--- config.mk ---
export PLATFORM = sky130hd
export DESIGN_NAME = id_ex_stage
export DESIGN_NICKNAME = d
export VERILOG_FILES = /design/src/rtl/id_ex_stage.sv
export SDC_FILE = /design/constraint.sdc
export NUM_CORES = 1
export LEC_CHECK = 0
export ABC_AREA = 0
export CELL_PAD_IN_SITES_DETAIL_PLACEMENT = 0
export CELL_PAD_IN_SITES_GLOBAL_PLACEMENT = 1
export CORE_MARGIN = 2
export CORE_UTILIZATION = 28
export DETAILED_ROUTE_END_ITERATION = 10
export GPL_ROUTABILITY_DRIVEN = 1
export PLACE_DENSITY = 0.81
export SETUP_SLACK_MARGIN = 0.02
export SYNTH_ARGS = -nofsm -noshare
export SYNTH_HDL_FRONTEND = slang
export SYNTH_SLANG_ARGS = --single-unit
--- constraint.sdc ---
create_clock -name clk -period 3.3 [get_ports clk]
set_input_delay 0.66 -clock clk [delete_from_list [all_inputs] [get_ports clk]]
set_output_delay 0.66 -clock clk [all_outputs]
set_load 0.02 [all_outputs]
--- src/rtl/id_ex_stage.sv ---
// ID/EX pipeline register with load-use hazard detection and a saturating stall counter.
// A load in EX whose destination feeds the ID instruction freezes PC and IF/ID and bubbles EX.
module id_ex_stage #(
    parameter int DATA_W = 32,
    parameter int REG_AW = 5,
    parameter int CNT_W  = 16
) (
    input  logic              clk,
    input  logic              rst_n,
    input  logic              id_valid,
    input  logic [REG_AW-1:0] id_rs,
    input  logic [REG_AW-1:0] id_rt,
    input  logic [REG_AW-1:0] id_rd,
    input  logic              id_uses_rs,
    input  logic              id_uses_rt,
    input  logic [DATA_W-1:0] id_rs_data,
    input  logic [DATA_W-1:0] id_rt_data,
    input  logic [DATA_W-1:0] id_imm,
    input  logic              id_regwrite,
    input  logic              id_memread,
    input  logic              id_memwrite,
    input  logic              id_memtoreg,
    input  logic              id_alusrc,
    input  logic              id_regdst,
    input  logic [3:0]        id_aluop,
    input  logic              flush,
    input  logic              perf_clr,
    output logic              ex_valid,
    output logic [REG_AW-1:0] ex_rs,
    output logic [REG_AW-1:0] ex_rt,
    output logic [REG_AW-1:0] ex_rd,
    output logic [DATA_W-1:0] ex_rs_data,
    output logic [DATA_W-1:0] ex_rt_data,
    output logic [DATA_W-1:0] ex_imm,
    output logic              ex_regwrite,
    output logic              ex_memread,
    output logic              ex_memwrite,
    output logic              ex_memtoreg,
    output logic              ex_alusrc,
    output logic              ex_regdst,
    output logic [3:0]        ex_aluop,
    output logic [REG_AW-1:0] ex_wreg,
    output logic              stall,
    output logic              pc_write_en,
    output logic              ifid_write_en,
    output logic [CNT_W-1:0]  stall_count
);

    typedef struct packed {
        logic              valid;
        logic [REG_AW-1:0] rs;
        logic [REG_AW-1:0] rt;
        logic [REG_AW-1:0] rd;
        logic [DATA_W-1:0] rs_data;
        logic [DATA_W-1:0] rt_data;
        logic [DATA_W-1:0] imm;
        logic              regwrite;
        logic              memread;
        logic              memwrite;
        logic              memtoreg;
        logic              alusrc;
        logic              regdst;
        logic [3:0]        aluop;
    } ex_fields_t;

    function automatic logic [CNT_W-1:0] sat_inc(input logic [CNT_W-1:0] v);
        if (&v) begin
            return v;
        end
        return v + 1'b1;
    endfunction

    ex_fields_t       ex_q, ex_d, id_fields;
    logic [CNT_W-1:0] cnt_q, cnt_d;
    logic             hazard;
    logic             rs_match, rt_match;

    always_comb begin
        id_fields          = '0;
        id_fields.valid    = id_valid;
        id_fields.rs       = id_rs;
        id_fields.rt       = id_rt;
        id_fields.rd       = id_rd;
        id_fields.rs_data  = id_rs_data;
        id_fields.rt_data  = id_rt_data;
        id_fields.imm      = id_imm;
        // An invalid ID slot must never produce side effects downstream.
        id_fields.regwrite = id_regwrite & id_valid;
        id_fields.memread  = id_memread  & id_valid;
        id_fields.memwrite = id_memwrite & id_valid;
        id_fields.memtoreg = id_memtoreg & id_valid;
        id_fields.alusrc   = id_alusrc   & id_valid;
        id_fields.regdst   = id_regdst   & id_valid;
        id_fields.aluop    = id_aluop & {4{id_valid}};
    end

    always_comb begin
        ex_wreg  = ex_q.regdst ? ex_q.rd : ex_q.rt;
        rs_match = id_uses_rs & (id_rs == ex_wreg);
        rt_match = id_uses_rt & (id_rt == ex_wreg);
        hazard   = ex_q.valid & ex_q.memread & (ex_wreg != '0) & id_valid & (rs_match | rt_match);
        // Flush discards the ID instruction, so there is nothing left to stall for.
        stall         = hazard & ~flush & rst_n;
        pc_write_en   = ~stall;
        ifid_write_en = ~stall;
    end

    always_comb begin
        ex_d = id_fields;
        if (flush || hazard) begin
            ex_d = '0;
        end
        cnt_d = cnt_q;
        if (perf_clr) begin
            cnt_d = '0;
        end else if (stall) begin
            cnt_d = sat_inc(cnt_q);
        end
    end

    // ID -> EX stage boundary
    always_ff @(posedge clk) begin
        if (!rst_n) begin
            ex_q  <= '0;
            cnt_q <= '0;
        end else begin
            ex_q  <= ex_d;
            cnt_q <= cnt_d;
        end
    end

    assign ex_valid    = ex_q.valid;
    assign ex_rs       = ex_q.rs;
    assign ex_rt       = ex_q.rt;
    assign ex_rd       = ex_q.rd;
    assign ex_rs_data  = ex_q.rs_data;
    assign ex_rt_data  = ex_q.rt_data;
    assign ex_imm      = ex_q.imm;
    assign ex_regwrite = ex_q.regwrite;
    assign ex_memread  = ex_q.memread;
    assign ex_memwrite = ex_q.memwrite;
    assign ex_memtoreg = ex_q.memtoreg;
    assign ex_alusrc   = ex_q.alusrc;
    assign ex_regdst   = ex_q.regdst;
    assign ex_aluop    = ex_q.aluop;
    assign stall_count = cnt_q;

endmodule

== Word-level counts from Yosys, hierarchy flattened ==
Cells that the tools add are included.

* Output and inout bits: 146
* Register bits: 138
* Bits in read-only memories: 0
* Latch bits: 0
* Memories kept: 0
* Word-level logic and storage cells: 49
* Memory bits (writable): 0
* Input bits: 128

* $lt $le $gt $ge: 0
* Bitwise gates (word level): 19
* Add/subtract/negate cells: 1
* Reduce and logical (&&, ||, !) cells: 6
* Divide/modulo/power cells: 0
* Eq/ne operators: 3
* Shifts and indexed selects: 0
* Multiplexer cells: 5
* Multipliers: 0

{| class="wikitable"
|+ Operator list
! cell !! count
|-
| $add 16x1->16 const B || 1
|-
| $mux 16 || 1
|-
| $reduce_and 16->1 || 1
|-
| $and 1x1->1 || 14
|-
| $eq 5x5->1 || 2
|-
| $mux 5 || 1
|-
| $reduce_bool 5->1 || 1
|-
| $and 4x4->4 || 1
|-
| $reduce_or 2->1 || 2
|-
| $mux 1 || 3
|-
| $not 1->1 || 3
|-
| $ne 2x2->1 const B || 1
|-
| $reduce_and 2->1 || 1
|-
| $logic_or 1x1->1 || 1
|-
| $or 1x1->1 || 1
|}

== Logic depth before layout (Yosys ltp) ==
Gate-level depths: netlist of the first run.

* Word-level depth: 11
* Mapped depth: 10
* Gate-level depth less buffers: 7

== Least setup slack after synthesis of the first run ==
No wires, ideal clock.

* Kind: reg-to-output
* Start: reg ex_q (netlist bit ex_regdst)
* End: out pc_write_en
* Slack: 0.493 ns
* Data arrival time: 2.147 ns
* Stages on the path, launching flop included: 9
* Path through: dfxtp_1 > buf_6 > mux2_4 > xor2_1 > nor4_2 > a32oi_1 > nor2_1 > nand2_1 > buf_4

* Longest elaborated chain between the ends: 8
* Elaborated cells on any way between the ends: 13
* Classes of those cells: eq/ne (2); mux (1); bitwise (9); reduce/logical (1)

{| class="wikitable"
|+ RTL lines
! element !! RTL line !! text
|-
| start: declaration || 73 || <nowiki>ex_fields_t ex_q, ex_d, id_fields;</nowiki>
|-
| start signal: assignment || 124 || <nowiki>ex_q <= '0;</nowiki>
|-
| start signal: assignment || 127 || <nowiki>ex_q <= ex_d;</nowiki>
|-
| $mux 5 * || 98 || <nowiki>ex_wreg = ex_q.regdst ? ex_q.rd : ex_q.rt;</nowiki>
|-
| net ex_wreg[2] || 42 || <nowiki>output logic [REG_AW-1:0] ex_wreg,</nowiki>
|-
| $eq 5x5->1 (tied with other cells) || 99 || <nowiki>rs_match = id_uses_rs & (id_rs == ex_wreg);</nowiki>
|-
| $and 1x1->1, on equally long branches || 99, 100, 101 ||
|-
| $or 1x1->1 / $and 1x1->1 (equally long branches) || 101 || <nowiki>hazard = ex_q.valid & ex_q.memread & (ex_wreg != '0) & id_valid & (rs_match | rt_match);</nowiki>
|-
| $and 1x1->1 * || 101 ||
|-
| $and 1x1->1 * (2 in a row) || 103 || <nowiki>stall = hazard & ~flush & rst_n;</nowiki>
|-
| $not 1->1 * || -- ||
|-
| end: declaration || 44 || <nowiki>output logic pc_write_en,</nowiki>
|}

The timed path passes the listed nets; every way through them passes the cells marked *.

== Worst setup path after layout of the first run ==
* Start: reg ex_q (netlist bit ex_regdst)
* End: out ifid_write_en

* Longest elaborated chain between the ends: 8
* Elaborated cells on any way between the ends: 13
* Classes of those cells: eq/ne (2); mux (1); bitwise (9); reduce/logical (1)

{| class="wikitable"
|+ RTL lines
! element !! RTL line !! text
|-
| $mux 5 * || 98 ||
|-
| $eq 5x5->1 (tied with other cells) || 99 ||
|-
| $and 1x1->1, on equally long branches || 99, 100, 101 ||
|-
| $or 1x1->1 / $and 1x1->1 (equally long branches) || 101 ||
|-
| $and 1x1->1 * || 101 ||
|-
| $and 1x1->1 * (2 in a row) || 103 ||
|-
| $not 1->1 * || 105 || <nowiki>ifid_write_en = ~stall;</nowiki>
|-
| end: declaration || 45 || <nowiki>output logic ifid_write_en,</nowiki>
|}

Mark *: on every way between the ends. The rest lies on a longest branch, timed or not.

==> results.py, run 1 <==
metrics = {
    "drt": {
        "antenna_left": 0,
        "wl_mm": 12.9,
        "drt_iter0_drc": 138,
        "first_pass_iters": 4,
        "via_per_inst": 4.25,
        "wl_per_cell_um": 14.7,
        "vias": 3727,
        "drc": 0,
    },
    "timing": {
        "finalCritPeriodShare_pct": 94.7,
        "hold_viol": 0,
        "fin_crit_ps": 3130,
        "setup_viol_count_final": 0,
        "tightest_slew_ps": 787,
        "fin_skew_ps": 11.4,
        "drv_slew": 0,
        "slew_headroom_pct": 47.5,
        "grt_setup_unrepaired": "no",
        "fmax_mhz": 320,
        "whs_ps": 502,
    },
    "flow_run": {
        "drv_cap": 0,
    },
    "synth": {
        "synthesis.area_um2": 4340,
        "yosysTopAreaCell": "dfxtp_1",
        "ys_seq_area_share_pct": 63.7,
        "synthTopCellsByArea": "dfxtp_1 64%, and2_1 16%, and3_1 2.0%",
        "ys_ff_latch": 138,
        "avgSynthCellArea_um2": 11.2,
        "ys_warn_count": 0,
        "synth_flop_cell": "dfxtp_1",
        "yosysMostFrequentCell": "dfxtp_1",
        "synthArstFlopShare_pct": 0,
        "syn_inst": 389,
        "synth_edf_count": 0,
        "ys_types": 41,
        "yosys-top-cells-count": "138 x dfxtp_1, 113 x and2_1, 15 x clkbuf_1",
        "synth_top_area_share_pct": 63.7,
        "synthesis.nets": 518,
    },
    "floorplan": {
        "rows": 45,
        "fp.dieH_um": 128,
        "ios": 274,
        "dieArea_um2": 16500,
        "dieWidth_um": 128,
        "core_area_um2": 15100,
        "initial_utilization_pct": 28.6,
    },
    "worst_setup_path": {
        "crit_slowest_cell": "dfxtp_2",
        "r2r_start": "ex_regdst$_SDFF_PP0_",
        "end_kind": "output pin",
        "crit_path_max_incr_delay_ps": 360,
        "cp.required_ps": 2640,
        "critical-path-top-delay-family": "buffers and inverters",
        "crit_chain": "buf_12 -> mux2i_4 -> buf_4 -> xnor2_1 -> nor4_2 -> a32oi_2 -> nor2_2 -> nand2_1 -> dlygate4sd2_1",
        "start_kind": "register",
        "r2r_cells": 11,
        "r2r_end": "stall_count[5]$_SDFFE_PP0P_",
        "cp.arrival_ps": 2470,
        "critPathMaxFanout": 5,
        "reg2reg_slack_ps": 450,
        "crit_type": "reg -> out",
        "crit_buf_inv": 3,
    },
    "clocking": {
        "hold_buffers": 0,
        "cts_tree": "done",
        "cts_htree_levels": 4,
        "clk_latency_ps": 410,
        "clockBufferDepth": 2,
        "cts_sinks": 138,
        "cts-root-buf": "clkbuf_16",
        "clkTransAtPathRegs_ps": 60,
        "numCtsBuffers": 17,
    },
    "layout": {
        "postLayoutCoreUtil_pct": 52.4,
        "final_cell_area_um2": 7930,
        "diodes": 0,
        "fin_cells": 877,
        "syn_to_final_growth_pct": 82.8,
        "post_route_cells_drive_above_1_share_pct": 9.00,
        "nNetsFinal": 805,
    },
    "placement": {
        "place.gp.congestion": 0.793,
        "placedInstanceArea_um2": 7320,
        "place_inst": 840,
        "dpl.hpwl_mm": 9.75,
        "port_buffers": 273,
    },
    "min_path": {
        "hold_end": "stall_count[14]$_SDFFE_PP0P_",
        "hold_class": "reg -> reg",
        "holdPathStages": 2,
        "hp-start": "stall_count[14]$_SDFFE_PP0P_",
    },
    "grt": {
        "grt_first_pass_wirelength_mm": 19.8,
        "track_usage_pct": 15.6,
        "grt_pass1_vias": 3870,
        "grt-ovfl-total": 0,
        "antenna_found_initial": 0,
        "grt_max_degree": 73,
    },
    "run_status": {
        "outcome": "finished clean",
    },
    "pwr": {
        "p_per_area_nw_per_um2": 493,
        "leakage_nw": 3.07,
        "irDropWorstVdd_mv": 0.377,
        "power_mw": 3.91,
    },
}
## worst register-to-register path, cell delays in order, from the launching register on
cell	delay, ps
dfxtp_2	340
buf_12	140
mux2i_4	190
buf_4	150
nand4_1	90
o21ai_0	160
buf_4	190
or3b_2	440
or2_1	350
buf_4	210
or3_1	340
a21oi_1	160
## power breakdown
part           leakage, nW  internal (mW)  switching [mW]
Clock                0.268          0.975           0.743
Sequential            1.13           1.72          0.0184
Combinational         1.67          0.276           0.174
## per-stage QoR
step / worst slack [ps] / TNS (ps)
3_3_place_gp: -148 / -3300
6_report: 174 / 0
3_5_place_dp: -175 / -8130
5_1_grt: 24.9 / 0
2_1_floorplan: 493 / 0
4_1_cts: 66.5 / 0
## final cells by class
type                            count  area, um^2
Timing Repair Buffer              287        2860
Clock buffer                       18         429
Fill cell                        1341        7220
Clock inverter                     14         109
Inverter                            8        30.0
Multi-Input combinational cell    224        1500
Sequential cell                   138        2760
Tap cell                          188         235
## what timing repair did
| action | in CTS | in global routing |
|---|---|---|
| gates resized for setup | 10 | 2 |
| gates cloned | 0 | 1 |
| setup buffers | 2 | 2 |
| pin swaps | 2 | 3 |
| setup endpoints to repair | 3 | 42 |
## worst max path at each step
stage | slack, ps | endpoint | startpoint | cells past startpoint
after floorplan | 490 | pc_write_en | ex_regdst$_SDFF_PP0_ | 8
after global placement | -150 | stall | id_rt[2] | 8
after detailed placement | -180 | stall | id_rt[2] | 8
after CTS | 70 | ifid_write_en | ex_regdst$_SDFF_PP0_ | 9
after global routing | 20 | ifid_write_en | ex_regdst$_SDFF_PP0_ | 9
final | 170 | ifid_write_en | ex_regdst$_SDFF_PP0_ | 9
## sequential cells by signal (all words and copies together), names as in the netlist
register and count:
ex_rt 5, ex_alusrc 1, ex_memwrite 1, ex_rs 5, ex_rt_data 32, ex_rs_data 32
ex_aluop 4, ex_valid 1, ex_regwrite 1, stall_count 16, ex_memread 1, ex_regdst 1
ex_memtoreg 1, ex_imm 32, ex_rd 5
## layout by cell type (no fill, tap or decap), types with 5 or more instances in the layout
cell type        instances
or3_1                    6
buf_4                   12
and2_1                 113
nand4_1                  5
dfxtp_1                137
a21oi_1                 13
inv_1                    8
inv_6                    6
and3_1                  14
xnor2_1                  8
clkdlybuf4s50_1        270
o21ai_0                  7
nand2_1                 11
clkbuf_16               17
## per-layer routing
| metal | wire length, um | up-vias | GRT usage [%] |
|---|---|---|---|
| met2 | 6500 | 166 | 26.7 |
| met1 | 4770 | 1693 | 16.2 |
| li1 | - | 1844 | - |
| met4 | 293 | 0 | 6.92 |
| met3 | 1370 | 24 | 7.98 |
| met5 | 0 | - | 0 |
## cells by family (layout without fill, tap and decap cells)
family                   Yosys count  after routing  share of synthesized area, %
XOR/XNOR                          12             12                          2.42
adder cells (fa/ha/maj)            1              1                         0.288
AND/OR/NAND/NOR                  176            177                          25.0
AO/OA/AOI/OAI                     29             29                          4.01
flip-flops                       138            138                          63.7
multiplexers                       5              5                          1.73
buffers and inverters             28            327                          2.88
(Power assumes the default switching activity.)
==> inputs of run 2 (changes only) <==
Settings changed: ABC_AREA 0 to 1, PLACE_DENSITY 0.81 to 0.83.
==> run 2 against run 1 <==
  * Count of clock-buffer cells in the layout up 1
  * Worst setup slack better by 55 ps
  * Combinational power up 9.1%
  * Clock skew up 3.4 ps
  * Routed wire length up 10%
  * Critical path depth unchanged
  * Die area up 11%
  * Worst hold slack better by 56 ps
  * Via count up 22%
  * Sequential power about the same
  * Critical endpoint unchanged
==> results.py, run 2 <==
metrics = {
    "clocking": {
        "cts_sinks": 138,
        "clk_latency_ps": 420,
        "cts-root-buf": "clkbuf_16",
        "cts_setup_buffers": 0,
        "hold_buffers": 0,
        "numCtsBuffers": 17,
        "clkTransAtPathRegs_ps": 60,
        "clockBufferDepth": 2,
        "cts_tree": "done",
        "cts_htree_levels": 4,
    },
    "layout": {
        "diodes": 0,
        "syn_to_final_growth_pct": 73.5,
        "fillers": 1670,
        "post_route_cells_drive_above_1_share_pct": 4.82,
        "layout_common_cells": "272 x clkdlybuf4s50_1, 166 x inv_1, 165 x nor2_1, 137 x dfxtp_1, 88 x nand2_1",
        "final_common_cell": "clkdlybuf4s50_1",
        "postLayoutCoreUtil_pct": 49.1,
        "nNetsFinal": 1050,
    },
    "placement": {
        "port_buffers": 273,
        "place.gp.congestion": 0.798,
        "dpl.hpwl_mm": 10.8,
    },
    "drt": {
        "wl_mm": 14.2,
        "vias": 4546,
        "drt_iter0_drc": 161,
        "antenna_left": 0,
        "wl_met1_mm": 5.47,
        "wl_per_cell_um": 12.3,
        "via_per_inst": 3.93,
        "met3_length_mm": 1.72,
        "first_pass_iters": 4,
        "highest_layer": "met4",
        "drc": 0,
        "wl_met2_mm": 6.71,
    },
    "synth": {
        "yosys-top-cells-count": "166 x inv_1, 165 x nor2_1, 138 x dfxtp_1",
        "synthTopCellsByArea": "dfxtp_1 57%, inv_1 13%, nor2_1 13%",
        "synthArstFlopShare_pct": 0,
        "ys_ff_latch": 138,
        "synthesis.area_um2": 4840,
        "synth_flop_cell": "dfxtp_1",
        "yosysMostFrequentCell": "inv_1",
        "ys_seq_area_share_pct": 57.1,
        "ys_types": 23,
        "synth_top_area_share_pct": 57.1,
        "syn_inst": 640,
        "avgSynthCellArea_um2": 7.56,
        "ys_warn_count": 0,
        "synthesis.nets": 769,
        "yosysTopAreaCell": "dfxtp_1",
        "synth_edf_count": 0,
    },
    "run_status": {
        "outcome": "finished clean",
    },
    "floorplan": {
        "initial_utilization_pct": 28.3,
        "dieWidth_um": 135,
        "dieArea_um2": 18400,
        "rows": 48,
        "core_area_um2": 17100,
        "ios": 274,
        "fp.dieH_um": 135,
    },
    "worst_setup_path": {
        "r2r_end": "ex_imm[31]$_SDFF_PP0_",
        "r2r_start": "ex_regdst$_SDFF_PP0_",
        "startpoint": "id_rs[4]",
        "crit_slowest_cell": "clkdlybuf4s50_1",
        "reg2reg_slack_ps": 1090,
        "critPathMaxFanout": 9,
        "crit_path_max_incr_delay_ps": 570,
        "cp.required_ps": 2640,
        "cp.arrival_ps": 2410,
        "crit_type": "in -> out",
        "end_kind": "output pin",
        "critPathCapture": "ifid_write_en",
        "crit_chain": "clkdlybuf4s50_1 -> inv_1 -> nand3_1 -> nand2_1 -> nor2_1 -> nand3_1 -> nand2_2 -> nand3_4 -> clkdlybuf4s50_1",
        "start_kind": "input port",
        "r2r_cells": 13,
    },
    "pwr": {
        "leakage_nw": 3.93,
        "p_per_area_nw_per_um2": 490,
        "power_mw": 4.11,
        "irDropWorstVdd_mv": 0.328,
    },
    "grt": {
        "antenna_found_initial": 0,
        "grt-ovfl-total": 0,
        "grt_first_pass_wirelength_mm": 22.1,
        "grt_pass1_vias": 4327,
        "grt_max_degree": 61,
        "track_usage_pct": 15.9,
    },
    "timing": {
        "drv_slew": 0,
        "finalCritPeriodShare_pct": 93.1,
        "tightest_slew_ps": 347,
        "fmax_mhz": 326,
        "fin_skew_ps": 14.7,
        "grt_setup_unrepaired": "no",
        "finalSetupTns_ps": 0,
        "hold_viol": 0,
        "setup_viol_count_final": 0,
        "slew_headroom_pct": 76.8,
        "fin_crit_ps": 3070,
    },
    "min_path": {
        "hold_class": "reg -> reg",
        "hp-start": "stall_count[13]$_SDFFE_PP0P_",
    },
    "flow_run": {
        "drv_cap": 0,
    },
}
run 2: cell count changes after synthesis, sizes merged, moves of 14 or more:
cell	change
inv	+159
nor2	+159
and2	-114
nand2	+79
nand3	+25
and3	-14
run 2: cell type report:
type | count | area [um^2] | area share (%)
Inverter | 167 | 627 | 7.47
Clock inverter | 12 | 139 | 1.65
Timing Repair Buffer | 282 | 2830 | 33.7
Multi-Input combinational cell | 315 | 1320 | 15.7
Tap cell | 225 | 282 | 3.35
Sequential cell | 138 | 2760 | 32.9
Clock buffer | 19 | 443 | 5.27
run 2: timing repair:
item	CTS	global route
resized for setup	1	1
pin swaps	0	0
endpoints found under the setup margin	1	1
run 2: where the power goes:
part | total, mW | internal, mW | switching [mW]
logic | 0.491 | 0.273 | 0.217
registers | 1.74 | 1.72 | 0.0175
clock network | 1.88 | 1.14 | 0.741
total | 4.11 | 3.14 | 0.976
run 2: worst min-delay path by stage:
stage	to	slack, ps	cells past startpoint
floorplan	stall_count[13]$_SDFFE_PP0P_	590	3
global placement	stall_count[13]$_SDFFE_PP0P_	520	3
detailed placement	stall_count[13]$_SDFFE_PP0P_	530	3
CTS	stall_count[13]$_SDFFE_PP0P_	560	3
global route	stall_count[1]$_SDFFE_PP0P_	630	4
finish	stall_count[13]$_SDFFE_PP0P_	560	3
run 2: worst max-delay path, delay by kind of cell:
family / cells / cell delay [ps]
buf+inv: 3 / 1120
simple gates: 6 / 630
run 2: per-layer routing:
metal  track usage [%]  up-vias
met5                 0        -
met4              6.77        0
met3              8.60       20
met2              25.8      193
met1              17.2     1942
li1                  -     2391
run 2: cells by family (layout without fill, tap and decap cells):
group	count (synthesis)	in the layout	share of synthesized area (%)
compound gates	14	14	1.68
fa+ha+maj	1	1	0.258
buf+inv	187	480	15.9
flops	138	138	57.1
simple gates	300	300	25.1
run 2: stage by stage:
stage               worst slack [ps]  cell area, um^2  hold WS [ps]  std cells
finish                           229             8400           557       1158
global route                     108             8400           628       1158
CTS                              109             8390           556       1158
detailed placement               118             7810           530       1127
global placement                 144             7810           525       1127
floorplan                       1070             4840           594        640
